==> config.mk <==
export PLATFORM = sky130hd
export DESIGN_NAME = pipelined_addsub
export DESIGN_NICKNAME = d
export VERILOG_FILES = /design/src/rtl/pipelined_addsub.sv
export SDC_FILE = /design/constraint.sdc
export NUM_CORES = 1
export LEC_CHECK = 0
export ABC_CLOCK_PERIOD_IN_PS = 3400
export CORE_MARGIN = 2
export CORE_UTILIZATION = 50
export CTS_BUF_LIST = sky130_fd_sc_hd__clkbuf_8
export CTS_CLUSTER_DIAMETER = 150
export DETAILED_ROUTE_END_ITERATION = 12
export PLACE_DENSITY = 0.73
export SLEW_MARGIN = 30
export SYNTH_ARGS = -nofsm -noshare
export SYNTH_HDL_FRONTEND = slang
export SYNTH_SLANG_ARGS = --single-unit
==> constraint.sdc <==
create_clock -name i_clk -period 3.4 [get_ports i_clk]
set_input_delay 0.51 -clock i_clk [delete_from_list [all_inputs] [get_ports i_clk]]
set_output_delay 0.51 -clock i_clk [all_outputs]
set_load 0.02 [all_outputs]
==> src/rtl/pipelined_addsub.sv <==
// Pipelined add/subtract unit: one P_WIDTH/P_STAGES-bit slice per stage, carry rippling through stage registers.
// Define PIPELINED_ADDSUB_SATURATE_EN to clamp signed-overflow results to the signed extreme.
module pipelined_addsub #(
  parameter int P_WIDTH  = 32,
  parameter int P_STAGES = 4
) (
  input  logic               i_clk,
  input  logic               i_rst_n,
  input  logic               i_valid,
  output logic               o_ready,
  input  logic [P_WIDTH-1:0] i_a,
  input  logic [P_WIDTH-1:0] i_b,
  input  logic               i_sub,
  output logic               o_valid,
  input  logic               i_ready,
  output logic [P_WIDTH-1:0] o_y,
  output logic               o_carry,
  output logic               o_overflow,
  output logic               o_zero
);
  localparam int W    = P_WIDTH / P_STAGES;
  localparam int LAST = P_STAGES - 1;

  logic en;
  logic ovf_q;
  logic zero_q;

  // The whole pipe stalls only when a result is waiting and downstream refuses it.
  assign en      = !(o_valid && !i_ready);
  assign o_ready = en && i_rst_n;

  for (genvar gi = 0; gi < P_STAGES; gi++) begin : g_stage
    localparam int IN_W   = P_WIDTH - gi * W;
    localparam int DONE_W = (gi + 1) * W;

    logic              v_in;
    logic              c_in;
    logic [IN_W-1:0]   a_in;
    logic [IN_W-1:0]   b_in;
    logic [DONE_W-1:0] y_raw;
    logic [DONE_W-1:0] y_d;
    logic [DONE_W-1:0] y_q;
    logic [W:0]        sum;
    logic              c_d;
    logic              v_q;
    logic              c_q;

    if (gi == 0) begin : g_src
      assign v_in  = i_valid && o_ready;
      assign a_in  = i_a;
      assign b_in  = i_sub ? ~i_b : i_b;
      assign c_in  = i_sub;
      assign y_raw = sum[W-1:0];
    end else begin : g_src
      assign v_in  = g_stage[gi-1].v_q;
      assign a_in  = g_stage[gi-1].g_fwd.a_q;
      assign b_in  = g_stage[gi-1].g_fwd.b_q;
      assign c_in  = g_stage[gi-1].c_q;
      assign y_raw = {sum[W-1:0], g_stage[gi-1].y_q};
    end

    always_comb begin
      sum = {1'b0, a_in[W-1:0]} + {1'b0, b_in[W-1:0]} + {{W{1'b0}}, c_in};
      c_d = sum[W];
    end

    if (gi < LAST) begin : g_fwd
      // Only the operand slices still to be added travel onwards.
      logic [IN_W-W-1:0] a_d;
      logic [IN_W-W-1:0] b_d;
      logic [IN_W-W-1:0] a_q;
      logic [IN_W-W-1:0] b_q;

      always_comb begin
        a_d = a_in[IN_W-1:W];
        b_d = b_in[IN_W-1:W];
      end

      always_ff @(posedge i_clk) begin
        if (en && v_in) begin
          a_q <= a_d;
          b_q <= b_d;
        end
      end

      assign y_d = y_raw;
    end else begin : g_last
      logic               ovf_d;
      logic               zero_d;
      logic [P_WIDTH-1:0] y_fin;

      always_comb begin
        ovf_d = (a_in[W-1] == b_in[W-1]) && (sum[W-1] != a_in[W-1]);
        y_fin = y_raw;
`ifdef PIPELINED_ADDSUB_SATURATE_EN
        if (ovf_d) begin
          y_fin = a_in[W-1] ? {1'b1, {(P_WIDTH-1){1'b0}}} : {1'b0, {(P_WIDTH-1){1'b1}}};
        end
`endif
        zero_d = (y_fin == '0);
      end

      assign y_d = y_fin;

      always_ff @(posedge i_clk) begin
        if (!i_rst_n) begin
          ovf_q  <= 1'b0;
          zero_q <= 1'b0;
        end else if (en && v_in) begin
          ovf_q  <= ovf_d;
          zero_q <= zero_d;
        end
      end
    end

    // Data registers load only on a real operation so bubbles leave o_y untouched.
    always_ff @(posedge i_clk) begin
      if (!i_rst_n) begin
        v_q <= 1'b0;
        c_q <= 1'b0;
        y_q <= '0;
      end else if (en) begin
        v_q <= v_in;
        if (v_in) begin
          c_q <= c_d;
          y_q <= y_d;
        end
      end
    end
  end

  assign o_valid    = g_stage[LAST].v_q;
  assign o_y        = g_stage[LAST].y_q;
  assign o_carry    = g_stage[LAST].c_q;
  assign o_overflow = ovf_q;
  assign o_zero     = zero_q;
endmodule
After elaboration in Yosys (flattened, before gate mapping):

Cells that the tools add are included.

* flip-flop bits (word level): 186
* memories kept: 0
* memory bits (writable): 0
* output and inout bits: 37
* logic and storage cells: 48
* latch bits: 0
* ROM bits: 0
* input port bits: 69

* shift operators: 0
* reductions and logical operators: 15
* order comparisons: 0
* muxes and demuxes: 1
* bitwise logic cells: 2
* $add $sub $neg: 8
* div/mod/pow operators: 0
* equal/unequal tests: 2
* multiply operators: 0

Operators with widths (count)
* 8-bit by 8-bit adder with 9-bit output: 4
* 9-bit by 1-bit adder with 9-bit output: 4
* 32-bit zero test: 1
* 32-bit two-way mux: 1
* 32-bit NOT: 1
* 1-bit logical AND: 8
* 2-bit AND reduction: 4
* 1-bit zero test: 2
* 1-bit == test: 1
* 1-bit inequality test: 1
* 1-bit NOT: 1

Logic depth before layout (Yosys ltp):

Gate-level depths: netlist of run 1.

* depth in word-level cells: 6
* depth in mapped cells: 10
* mapped depth without buffers: 10

Worst setup path after synthesis of run 1:

Ideal clock, no wire load.

* path type: input-to-reg
* start point: input port i_sub
* end point: register g_stage[0].c_q
* stages on the path: 10
* setup slack: 609 ps
* library setup time: 125 ps
* data required time: 3275 ps
* buffers on the path: 2
* arrival time: 2666 ps
* cell sequence: buf_2 clkbuf_1 xor2_1 fa_1 a21o_1 a21oi_1 o21bai_1 a21oi_1 nor2b_1 o41a_1

* word-level cells in the longest chain between the ends: 3

Ends and longest elaborated chain
* start, declared: line 13 `input logic i_sub,`
* 32-bit two-way mux: line 51 `assign b_in = i_sub ? ~i_b : i_b;`
* 8-bit by 8-bit adder with 9-bit output: line 63 `sum = {1'b0, a_in[W-1:0]} + {1'b0, b_in[W-1:0]} + {{W{1'b0}}, c_in};`
* 9-bit by 1-bit adder with 9-bit output (*): line 63
* end signal, assigned: line 120 `c_q <= 1'b0;`
* end signal, assigned: line 125 `c_q <= c_d;`
* end, declared: line 46 `logic c_q;`

Mark *: on every way between the ends. The rest lies on a longest branch, timed or not.
A chain may end at the register's enable or synchronous reset.

Worst setup path after layout of run 1:

* start point: input port i_ready
* end point: output port o_ready

* word-level cells in the longest chain between the ends: 4

Ends and longest elaborated chain
* start, declared: line 15 `input logic i_ready,`
* 1-bit zero test: line 29 `assign en = !(o_valid && !i_ready);`
* 1-bit logical AND: line 29
* 1-bit zero test: line 29
* 1-bit logical AND: line 30 `assign o_ready = en && i_rst_n;`
* end, declared: line 10 `output logic o_ready,`

No other way between the ends.

==> metrics.md, run 1 <==
| Metric | Value |
|---|---|
| Fraction of layout cells with a size suffix above 1 | `0.0608` |
| Final Critical Period | `approximately 2600 ps` |
| Synth Instances | `between 600 and 700` |
| Hold EP | `g_stage[1].g_fwd.b_q[14]` |
| Worst Max-Slew Pin Slew | `806 ps` |
| Final RePlAce weighted congestion | `around 0.82` |
| Max VDD drop | `between 0.0002 and 0.00025 V` |
| Register-to-register setup slack | `about 1200 ps` |
| CTS sink cnt | `186` |
| Worst-Skew Late Latency | `between 400 and 500 ps` |
| Yosys warnings | `0` |
| CP arrival | `~2100 ps` |
| Critical Path RT | `between 2000 and 3000 ps` |
| Most frequent cells in the layout | `nand2_1 (136), clkdlybuf4s50_1 (103), edfxtp_1 (96), dfxtp_1 (90), a21boi_0 (52)` |
| Worst Hold Class | `reg -> reg` |
| Final wirelength | `about 14000 µm` |
| Unrepaired setup endpoints after global routing | `false` |
| H-tree depth | `4` |
| Non-Filler Instances | `just under 1000` |
| Final hold violation count | `0` |
| Synthesis-stage register bit count | `approximately 190` |
| DRT antenna net count | `0` |
| Ys flop type | `edfxtp_1` |
| Sequential share of the synthesized area | `0.605` |
| Max_slew headroom | `0.463` |
| Most common cell after layout, fill and taps aside | `nand2_1` |
| # diodes | `0` |
| Remaining DRCs | `0` |
| Fill cells | `1218` |
| IO buf count | `105` |
| CP startpoint kind | `input port` |
| Max FO, Critical Path | `6` |
| Nets@finish | `between 800 and 900` |
| Final instance area | `roughly 9500 µm²` |
| Post-synth EDFFs | `96` |
| Top post-synthesis cells by area | `edfxtp_1 (37%), dfxtp_1 (23%), nand2_1 (6.6%), a21boi_0 (5.0%), ha_1 (4.5%)` |
| Final setup fails | `0` |
| Post-synth cell types | `between 50 and 60` |
| Violation count after the first detailed-route iteration | `approximately 330` |
| LEAKAGE | `between 3 and 4 nW` |
| Worst hold start | `g_stage[0].g_fwd.b_q[22]` |
| Final setup skew | `approximately 6.9 ps` |
| Area share of the largest cell type after synthesis | `0.372` |
| Post-CTS sizing | `0` |
| WS Path Type | `in -> out` |
| Status | `finished, final reports clean` |
| DRT Pass-1 Iters | `5` |
| Total power | `0.00459 W` |
| Async set or reset register ratio after synthesis | `0` |
| Core Area | `15100 µm²` |
| Syn_area_per_cell | `11.5 µm²` |
| FF-to-FF End | `g_stage[1].c_q` |
| Power per cell area | `roughly 480 nW/µm²` |
| Antenna violations before repair | `0` |
| CTS buffer count | `17` |
| Worst path bufs/invs | `2` |
| Placed cell area | `about 9000 µm²` |
| CTS clk-pin slew, worst paths | `~80 ps` |
| I/O pin cnt | `106` |
| Die Y | `~130 µm` |
| Die W | `between 100 and 150 µm` |
| Max Slew Vio Count | `0` |
| Worst reg2reg path depth | `10` |
| Initial Util | `0.511` |
| Vias | `slightly above 5000` |
| Congestion Overflow GR | `0` |
| Via/cell ratio | `roughly 5.2` |
| Postcts setup bufs | `0` |
| Largest net degree at the start of global routing | `103` |
| Die area | `about 17000 µm²` |
| Row cnt | `45` |
| Setup crit start | `i_ready` |
| Dominant cell type by area after synthesis | `edfxtp_1` |
| Number of global-route vias before repair | `~4800` |
| Mapped cell area | `around 7700 µm²` |
| Longest Clk Path Bufs | `2` |
| Routed length per instance | `approximately 14 µm` |
| Final period util | `0.766` |
| Family with the most delay on the worst path | `buffers and inverters` |
| Hold depth | `0` |
| CP Capture Type | `output port` |
| Max-Cap Viols | `0` |
| Fmax | `between 0.3 and 0.4 GHz` |
| Post-CTS Hold Fix Bufs | `0` |
| Tot GR Track Use | `0.175` |
| Most frequent CP cell | `clkdlybuf4s50_1` |
| DP Wirelength | `10200 µm` |
| First-pass GRT wire length | `22800 µm` |
| Fin Setup TNS | `0 ps` |
| Placed cell count | `between 900 and 1000` |
| CP max stage cell | `clkdlybuf4s50_1` |
| Net Count, Synth | `about 780` |
| Crit Reg-Reg Startpoint | `g_stage[0].g_fwd.a_q[0]` |
| Cell chain of the critical path | `clkdlybuf4s50_1 -> nand2b_1 -> and2_1 -> clkdlybuf4s50_1` |
| Synthesis-to-layout area growth | `22.1%` |
| Layout Utilization | `0.625` |
| Clk root buf | `clkbuf_8` |
| Max stage delay on crit path | `roughly 620 ps` |
| CTS tree | `yes` |
[Yosys cell counts, types with 3 or more instances]
master,instances
or3_1,8
nand2_1,136
fa_1,7
o211ai_1,7
a21o_1,6
a21boi_0,52
buf_2,3
o211a_1,7
buf_1,3
nand4b_1,3
dfxtp_1,90
xor2_1,36
o21bai_1,6
edfxtp_1,96
o21ai_0,20
nand3_1,21
nor2_1,6
nor4_1,5
ha_1,28
and2_1,14
a21boi_1,3
inv_1,21
xnor2_1,14
clkbuf_1,24
a311oi_1,4
o21ai_1,4
a21oi_1,14
[worst reg2reg max path, delay by kind of cell, from the launching register on]
family                     cells  cell delay (ps)
DFF                            1              360
buffers and inverters          2              160
AOI/OAI and AO/OA              6              960
adders and majority gates      2              580
[area by class of cell]
type | instances | area [µm²] | share of cell area
Clock buffer | 21 | 289 | 0.0305
Inverter | 23 | 86.3 | 0.00912
Sequential cell | 186 | 4680 | 0.495
Multi-Input combinational cell | 433 | 2860 | 0.302
Timing Repair Buffer | 115 | 1140 | 0.121
Tap cell | 188 | 235 | 0.0249
Clock inverter | 11 | 166 | 0.0176
[cell families (layout without fill, tap and decap cells)]
logic type / count (synthesis) / count (layout) / synth area share
and+or+nand+nor: 208 / 208 / 0.120
DFF: 186 / 186 / 0.605
AOI/OAI and AO/OA: 138 / 138 / 0.126
buffers and inverters: 53 / 170 / 0.0262
xor gates and xnor gates: 50 / 50 / 0.0565
adders and majority gates: 35 / 35 / 0.0633
muxes: 2 / 2 / 0.00275
[stage by stage]
stage                     hold WS [ps]  setup WS, ps
after floorplan                    400           609
after global placement             401           439
after detailed placement           405           410
after CTS                          426           797
after global routing               432           762
final                              422           795
[worst max path at each step]
stage / cells past startpoint / endpoint
floorplan: 10 / g_stage[0].c_q
global placement: 9 / g_stage[0].c_q
detailed placement: 9 / g_stage[0].c_q
CTS: 4 / o_ready
global route: 4 / o_ready
finish: 4 / o_ready
[metal layers]
layer,track usage,vias to the layer above,share of wire
li1,-,2563,-
met1,0.238,2362,0.48
met2,0.277,110,0.46
met3,0.0378,14,0.042
met4,0.0679,0,0.016
met5,0,-,0
[where the power goes]
| group | total, W | internal [W] | switching, W |
|---|---|---|---|
| Combinational | 0.000475 | 0.000231 | 0.000244 |
| Clock | 0.00161 | 0.000879 | 0.000732 |
| Sequential | 0.00250 | 0.00246 | 0.0000416 |
[state kept, by name, indices dropped and copies added (netlist names)]
register	flops
g_stage.y_q	48
g_stage.v_q	3
g_stage.g_fwd.a_q	48
o_carry	1
o_overflow	1
g_stage.g_fwd.b_q	48
o_valid	1
o_y	32
o_zero	1
g_stage.c_q	3
(Power assumes the default switching activity.)
==> run 2, diff against run 1 <==
Settings changed: ABC_CLOCK_PERIOD_IN_PS 3400 to 2680.
Clock period 3.4 ns to 2.68 ns, I/O delays scaled along.
==> metrics.md, run 2 (synthesized netlist as in run 1, its figures left out) <==
| Metric | Value |
|---|---|
| Clk root buf | `clkbuf_8 (unchanged)` |
| Hold depth | `0 (unchanged)` |
| Initial Util | `0.511 (unchanged)` |
| Congestion Overflow GR | `0 (unchanged)` |
| Row cnt | `45 (unchanged)` |
| Via/cell ratio | `5.15 (was 5.17)` |
| Max_slew headroom | `0.434 (was 0.463)` |
| CP Capture Type | `register (was output port)` |
| Die area | `16500 µm² (unchanged)` |
| Number of global-route vias before repair | `4933 (was 4811)` |
| WS Path Type | `in -> reg (was in -> out)` |
| Max stage delay on crit path | `500 ps (was 620 ps)` |
| Postcts setup bufs | `0 (unchanged)` |
| Antenna violations before repair | `0 (unchanged)` |
| Die W | `128 µm (unchanged)` |
| M1 GR Usage | `0.246 (was 0.238)` |
| Status | `finished, final reports clean (unchanged)` |
| Total power | `0.00567 W (was 0.00459 W)` |
| Worst reg2reg path depth | `9 (was 10)` |
| # diodes | `0 (unchanged)` |
| Worst-Skew Late Latency | `460 ps (was 450 ps)` |
| Die Y | `128 µm (unchanged)` |
| Layout Utilization | `0.625 (about the same)` |
| FF-to-FF End | `o_zero (was g_stage[1].c_q)` |
| CTS buffer count | `17 (unchanged)` |
| CP max stage cell | `clkdlybuf4s50_1 (unchanged)` |
| IO buf count | `105 (unchanged)` |
| Final Critical Period | `around 2400 ps` |
| Nets@finish | `887 (was 880)` |
| Most frequent CP cell | `a21oi_1 (was clkdlybuf4s50_1)` |
| Max VDD drop | `0.000319 V (was 0.000240 V)` |
| Routed length per instance | `14.3 µm (about the same)` |
| Final period util | `0.903` |
| I/O pin cnt | `106 (unchanged)` |
| Power per cell area | `598 nW/µm² (was 485 nW/µm²)` |
| LEAKAGE | `3.46 nW (was 3.47 nW)` |
| Synthesis-to-layout area growth | `22.2% (was 22.1%)` |
| Critical Path RT | `3020 ps (was 2890 ps)` |
| CP startpoint kind | `input port (unchanged)` |
| Largest net degree at the start of global routing | `103 (unchanged)` |
| Met2 GRT Util | `0.279 (was 0.277)` |
| Gr busiest metal | `met2 (unchanged)` |
| Post-CTS sizing | `0 (unchanged)` |
| DP Wirelength | `10300 µm (was 10200 µm)` |
| Fin Setup TNS | `0 ps (unchanged)` |
| Worst hold start | `g_stage[0].g_fwd.a_q[17] (was g_stage[0].g_fwd.b_q[22])` |
| Cell chain of the critical path | `clkdlybuf4s50_1 -> mux2_2 -> fa_1 -> a21o_1 -> a21oi_1 -> o21bai_1 -> a21oi_1 -> nor2b_1 -> o41a_1 (was clkdlybuf4s50_1 -> nand2b_1 -> and2_1 -> clkdlybuf4s50_1)` |
| DRT Pass-1 Iters | `4 (was 5)` |
| DRT antenna net count | `0 (unchanged)` |
| CP arrival | `2760 ps (was 2090 ps)` |
| CTS clk-pin slew, worst paths | `90 ps (was 80 ps)` |
| Worst Max-Slew Pin Slew | `848 ps (was 806 ps)` |
| H-tree depth | `4 (unchanged)` |
| Crit Reg-Reg Startpoint | `g_stage[2].g_fwd.a_q[0] (was g_stage[0].g_fwd.a_q[0])` |
| Unrepaired setup endpoints after global routing | `false (unchanged)` |
| CTS sink cnt | `186 (unchanged)` |
| Post-CTS Hold Fix Bufs | `0 (unchanged)` |
| CTS tree | `yes (unchanged)` |
| Largest registers | `g_stage.g_fwd.a_q x48, g_stage.g_fwd.b_q x48, g_stage.y_q x48 (unchanged)` |
| Max Slew Vio Count | `0 (unchanged)` |
| Met3 global-route usage | `0.0437 (was 0.0378)` |
| Fmax | `roughly 0.41 GHz` |
| Final hold violation count | `0 (unchanged)` |
| Register-to-register setup slack | `480 ps (was 1210 ps)` |
| Final RePlAce weighted congestion | `0.851 (was 0.817)` |
| Max FO, Critical Path | `2 (was 6)` |
| Violation count after the first detailed-route iteration | `278 (was 334)` |
| Fraction of layout cells with a size suffix above 1 | `0.0704 (was 0.0608)` |
| Tot GR Track Use | `0.180 (was 0.175)` |
| Longest Clk Path Bufs | `2 (unchanged)` |
| Most common cell after layout, fill and taps aside | `nand2_1 (unchanged)` |
| Core Area | `15100 µm² (unchanged)` |
| Max-Cap Viols | `0 (unchanged)` |
| Final setup skew | `13.7 ps (was 6.93 ps)` |
| Worst Hold Class | `reg -> reg (unchanged)` |
| Vias | `5064 (was 5049)` |
| Final wirelength | `14100 µm (was 14000 µm)` |
| Hold EP | `g_stage[1].g_fwd.a_q[9] (was g_stage[1].g_fwd.b_q[14])` |
| Most frequent cells in the layout | `nand2_1 (136), clkdlybuf4s50_1 (103), edfxtp_1 (96), dfxtp_1 (90), a21boi_0 (52) (unchanged)` |
| Remaining DRCs | `0 (unchanged)` |
| Final setup fails | `0 (unchanged)` |
| First-pass GRT wire length | `23500 µm (was 22800 µm)` |
run 2: final cells by class:
| cell class | instances | area [µm²] |
|---|---|---|
| inverter | 23 | 86.3 |
| clock inverter | 14 | 163 |
| tap | 188 | 235 |
| clock buffer | 18 | 248 |
| sequential | 186 | 4680 |
| fill | 1179 | 5680 |
| timing repair buffer | 122 | 1190 |
| multi-input combinational | 433 | 2860 |
run 2: metrics by stage:
| stage | cell area [µm²] | cells | setup WS, ps | hold WS [ps] |
|---|---|---|---|---|
| floorplan | 7750 | 672 | 181 | 400 |
| global placement | 9060 | 952 | -74.0 | 405 |
| detailed placement | 9060 | 952 | -164 | 405 |
| CTS | 9470 | 984 | 329 | 425 |
| global route | 9470 | 984 | 165 | 432 |
| finish | 9470 | 984 | 259 | 420 |
run 2: report_power, final:
part	internal, W	switching (W)	total (W)	leakage, nW
registers	0.00312	0.0000512	0.00317	1.63
clock network	0.000876	0.000996	0.00187	0.200
logic	0.000306	0.000318	0.000624	1.64
run 2: worst max path at each step:
stage	start	to	depth (start not counted)	slack [ps]
floorplan	i_sub	g_stage[0].c_q	10	180
global placement	i_b[0]	g_stage[0].c_q	9	-70
detailed placement	i_b[0]	g_stage[0].c_q	9	-160
CTS	i_ready	o_ready	4	330
global route	g_stage[2].c_q	o_zero	9	160
finish	i_b[0]	g_stage[0].c_q	9	260
run 2: worst max-delay path, delay by kind of cell:
family / cells / cell delay [ps]
adder cells (fa/ha/maj): 1 / 410
AO/OA/AOI/OAI: 5 / 1020
buffers and inverters: 1 / 500
AND/OR/NAND/NOR: 1 / 70
multiplexers: 1 / 370
run 2: metal layers:
metal	up-vias	share of wire
met5	-	0
met4	0	0.012
met3	9	0.048
met2	121	0.46
met1	2354	0.48
li1	2580	-
==> run 3, diff against run 2 <==
Settings changed: CORE_UTILIZATION 50 to 40, PLACE_DENSITY 0.73 to 0.6.
==> metrics.md, run 3 (synthesized netlist as in run 1, its figures left out) <==
| Metric | Value |
|---|---|
| Antenna violations before repair | `0 (unchanged)` |
| Nets@finish | `888 (was 887)` |
| Max-Cap Viols | `0 (unchanged)` |
| Core Area | `18800 µm² (was 15100 µm²)` |
| Switch Pwr | `0.00131 W (was 0.00136 W)` |
| Row cnt | `50 (was 45)` |
| Most frequent cells in the layout | `nand2_1 (136), clkdlybuf4s50_1 (103), edfxtp_1 (96), dfxtp_1 (90), a21boi_0 (52) (unchanged)` |
| Final RePlAce weighted congestion | `0.800 (was 0.851)` |
| Max FO, Critical Path | `6 (was 2)` |
| CP startpoint kind | `input port (unchanged)` |
| Die Y | `143 µm (was 128 µm)` |
| Number of global-route vias before repair | `4772 (was 4933)` |
| Critical Path RT | `2280 ps (was 3020 ps)` |
| CTS sink cnt | `186 (unchanged)` |
| Sequential share of power | `0.572 (was 0.560)` |
| WS Path Type | `in -> out (was in -> reg)` |
| H-tree depth | `4 (unchanged)` |
| Max Slew Vio Count | `0 (unchanged)` |
| Final wirelength | `14200 µm (was 14100 µm)` |
| Max VDD drop | `0.000292 V (was 0.000319 V)` |
| Fmax | `0.425 GHz (was 0.413 GHz)` |
| Vias | `4922 (was 5064)` |
| Longest Clk Path Bufs | `2 (unchanged)` |
| Die W | `143 µm (was 128 µm)` |
| DRT antenna net count | `0 (unchanged)` |
| Final Critical Period | `2350 ps (was 2420 ps)` |
| Layout Utilization | `0.506 (was 0.625)` |
| Clk root buf | `clkbuf_8 (unchanged)` |
| DP Wirelength | `10600 µm (was 10300 µm)` |
| Tot GR Track Use | `0.146 (was 0.180)` |
| Violation count after the first detailed-route iteration | `261 (was 278)` |
| Post-CTS sizing | `0 (unchanged)` |
| Most frequent CP cell | `clkdlybuf4s50_1 (was a21oi_1)` |
| Family with the most delay on the worst path | `buffers and inverters (was compound AO/OA/AOI/OAI gates)` |
| Cell chain of the critical path | `clkdlybuf4s50_1 -> nand2b_1 -> and2_1 -> clkdlybuf4s50_1 (was clkdlybuf4s50_1 -> mux2_2 -> fa_1 -> a21o_1 -> a21oi_1 -> o21bai_1 -> a21oi_1 -> nor2b_1 -> o41a_1)` |
| Worst Max-Slew Pin Slew | `843 ps (was 848 ps)` |
| Via/cell ratio | `4.66 (was 5.15)` |
| IO buf count | `105 (unchanged)` |
| CTS buffer count | `17 (unchanged)` |
| Final setup skew | `11.8 ps (was 13.7 ps)` |
| Internal | `0.00423 W (was 0.00430 W)` |
| Initial Util | `0.411 (was 0.511)` |
| Worst path bufs/invs | `2 (was 1)` |
| LEAKAGE | `3.45 nW (was 3.46 nW)` |
| CTS tree | `yes (unchanged)` |
| I/O pin cnt | `106 (unchanged)` |
| Worst-Skew Late Latency | `470 ps (was 460 ps)` |
| CP arrival | `1950 ps (was 2760 ps)` |
| Comb power frac | `0.111 (was 0.110)` |
| DRT Pass-1 Iters | `4 (unchanged)` |
| Largest net degree at the start of global routing | `103 (unchanged)` |
| Post-CTS Hold Fix Bufs | `0 (unchanged)` |
| Max stage delay on crit path | `620 ps (was 500 ps)` |
| # diodes | `0 (unchanged)` |
| Fin Setup TNS | `0 ps (unchanged)` |
| Congestion Overflow GR | `0 (unchanged)` |
| CTS clk-pin slew, worst paths | `80 ps (was 90 ps)` |
| Final setup fails | `0 (unchanged)` |
| Worst Hold Class | `reg -> reg (unchanged)` |
| Power per cell area | `581 nW/µm² (was 598 nW/µm²)` |
| Remaining DRCs | `0 (unchanged)` |
| Total power | `0.00554 W (was 0.00567 W)` |
| Largest registers | `g_stage.g_fwd.a_q x48, g_stage.g_fwd.b_q x48, g_stage.y_q x48 (unchanged)` |
| Postcts setup bufs | `0 (unchanged)` |
| Fraction of layout cells with a size suffix above 1 | `0.0653 (was 0.0704)` |
| Unrepaired setup endpoints after global routing | `false (unchanged)` |
| Status | `finished, final reports clean (unchanged)` |
| CP max stage cell | `clkdlybuf4s50_1 (unchanged)` |
| Clk pwr share | `0.316 (was 0.330)` |
| Routed length per instance | `13.5 µm (was 14.3 µm)` |
| Max_slew headroom | `0.438 (was 0.434)` |
| CP Capture Type | `output port (was register)` |
| Final hold violation count | `0 (unchanged)` |
| First-pass GRT wire length | `23500 µm (about the same)` |
| Most common cell after layout, fill and taps aside | `nand2_1 (unchanged)` |
| Final period util | `0.878 (was 0.903)` |
| Die area | `20500 µm² (was 16500 µm²)` |
| Synthesis-to-layout area growth | `23.1% (was 22.2%)` |
| Switching share of power | `0.236 (was 0.241)` |
-- run 3: changes by cell type in the layout (fill, tap and decap cells not counted) --
cell	delta
clkinv_1	+2
clkinv_4	-2
inv_1	+2
clkinvlp_4	+1
buf_12	+1
clkbuf_8	-1
inv_6	-2
inv_8	-2
clkinvlp_2	+1
-- run 3: metrics by stage --
step | hold slack [ps] | area [µm²] | worst slack (ps) | instances
CTS | 423 | 9540 | 283 | 1056
global placement | 407 | 9170 | -89.5 | 1025
floorplan | 400 | 7750 | 181 | 672
finish | 424 | 9540 | 326 | 1056
detailed placement | 405 | 9170 | -137 | 1025
global route | 428 | 9540 | 214 | 1056
-- run 3: worst paths after layout --
kind | startpoint | to | slack (ps) | cells past startpoint
setup / recovery | i_ready | o_ready | 330 | 4
hold / removal | g_stage[1].g_fwd.b_q[15] | g_stage[2].g_fwd.b_q[7] | 420 | 0
setup reg to reg | g_stage[2].c_q | o_zero | 470 | 9
hold reg to reg | g_stage[1].g_fwd.b_q[15] | g_stage[2].g_fwd.b_q[7] | 420 | 0
-- run 3: cell type report --
class / instances / area (µm²)
clock inverter: 14 / 133
tap: 260 / 325
clock buffer: 17 / 234
multi-input combinational: 433 / 2860
inverter: 23 / 86.3
sequential: 186 / 4680
timing repair buffer: 123 / 1210
fill: 1699 / 9300
-- run 3: power by group through the flow --
stage          combinational, W  sequential, W  clock (W)
2_1_floorplan          0.000373        0.00323          0
3_3_place_gp           0.000606        0.00323          0
3_5_place_dp           0.000622        0.00324          0
4_1_cts                0.000625        0.00317    0.00180
5_1_grt                0.000688        0.00318    0.00192
6_report               0.000616        0.00317    0.00175
-- run 3: layer usage --
metal | vias to the layer above | wire, µm | track usage
li1 | 2579 | - | -
met1 | 2229 | 7250 | 0.209
met2 | 99 | 6190 | 0.216
met3 | 15 | 558 | 0.0302
met4 | 0 | 225 | 0.0625
met5 | - | 0 | 0
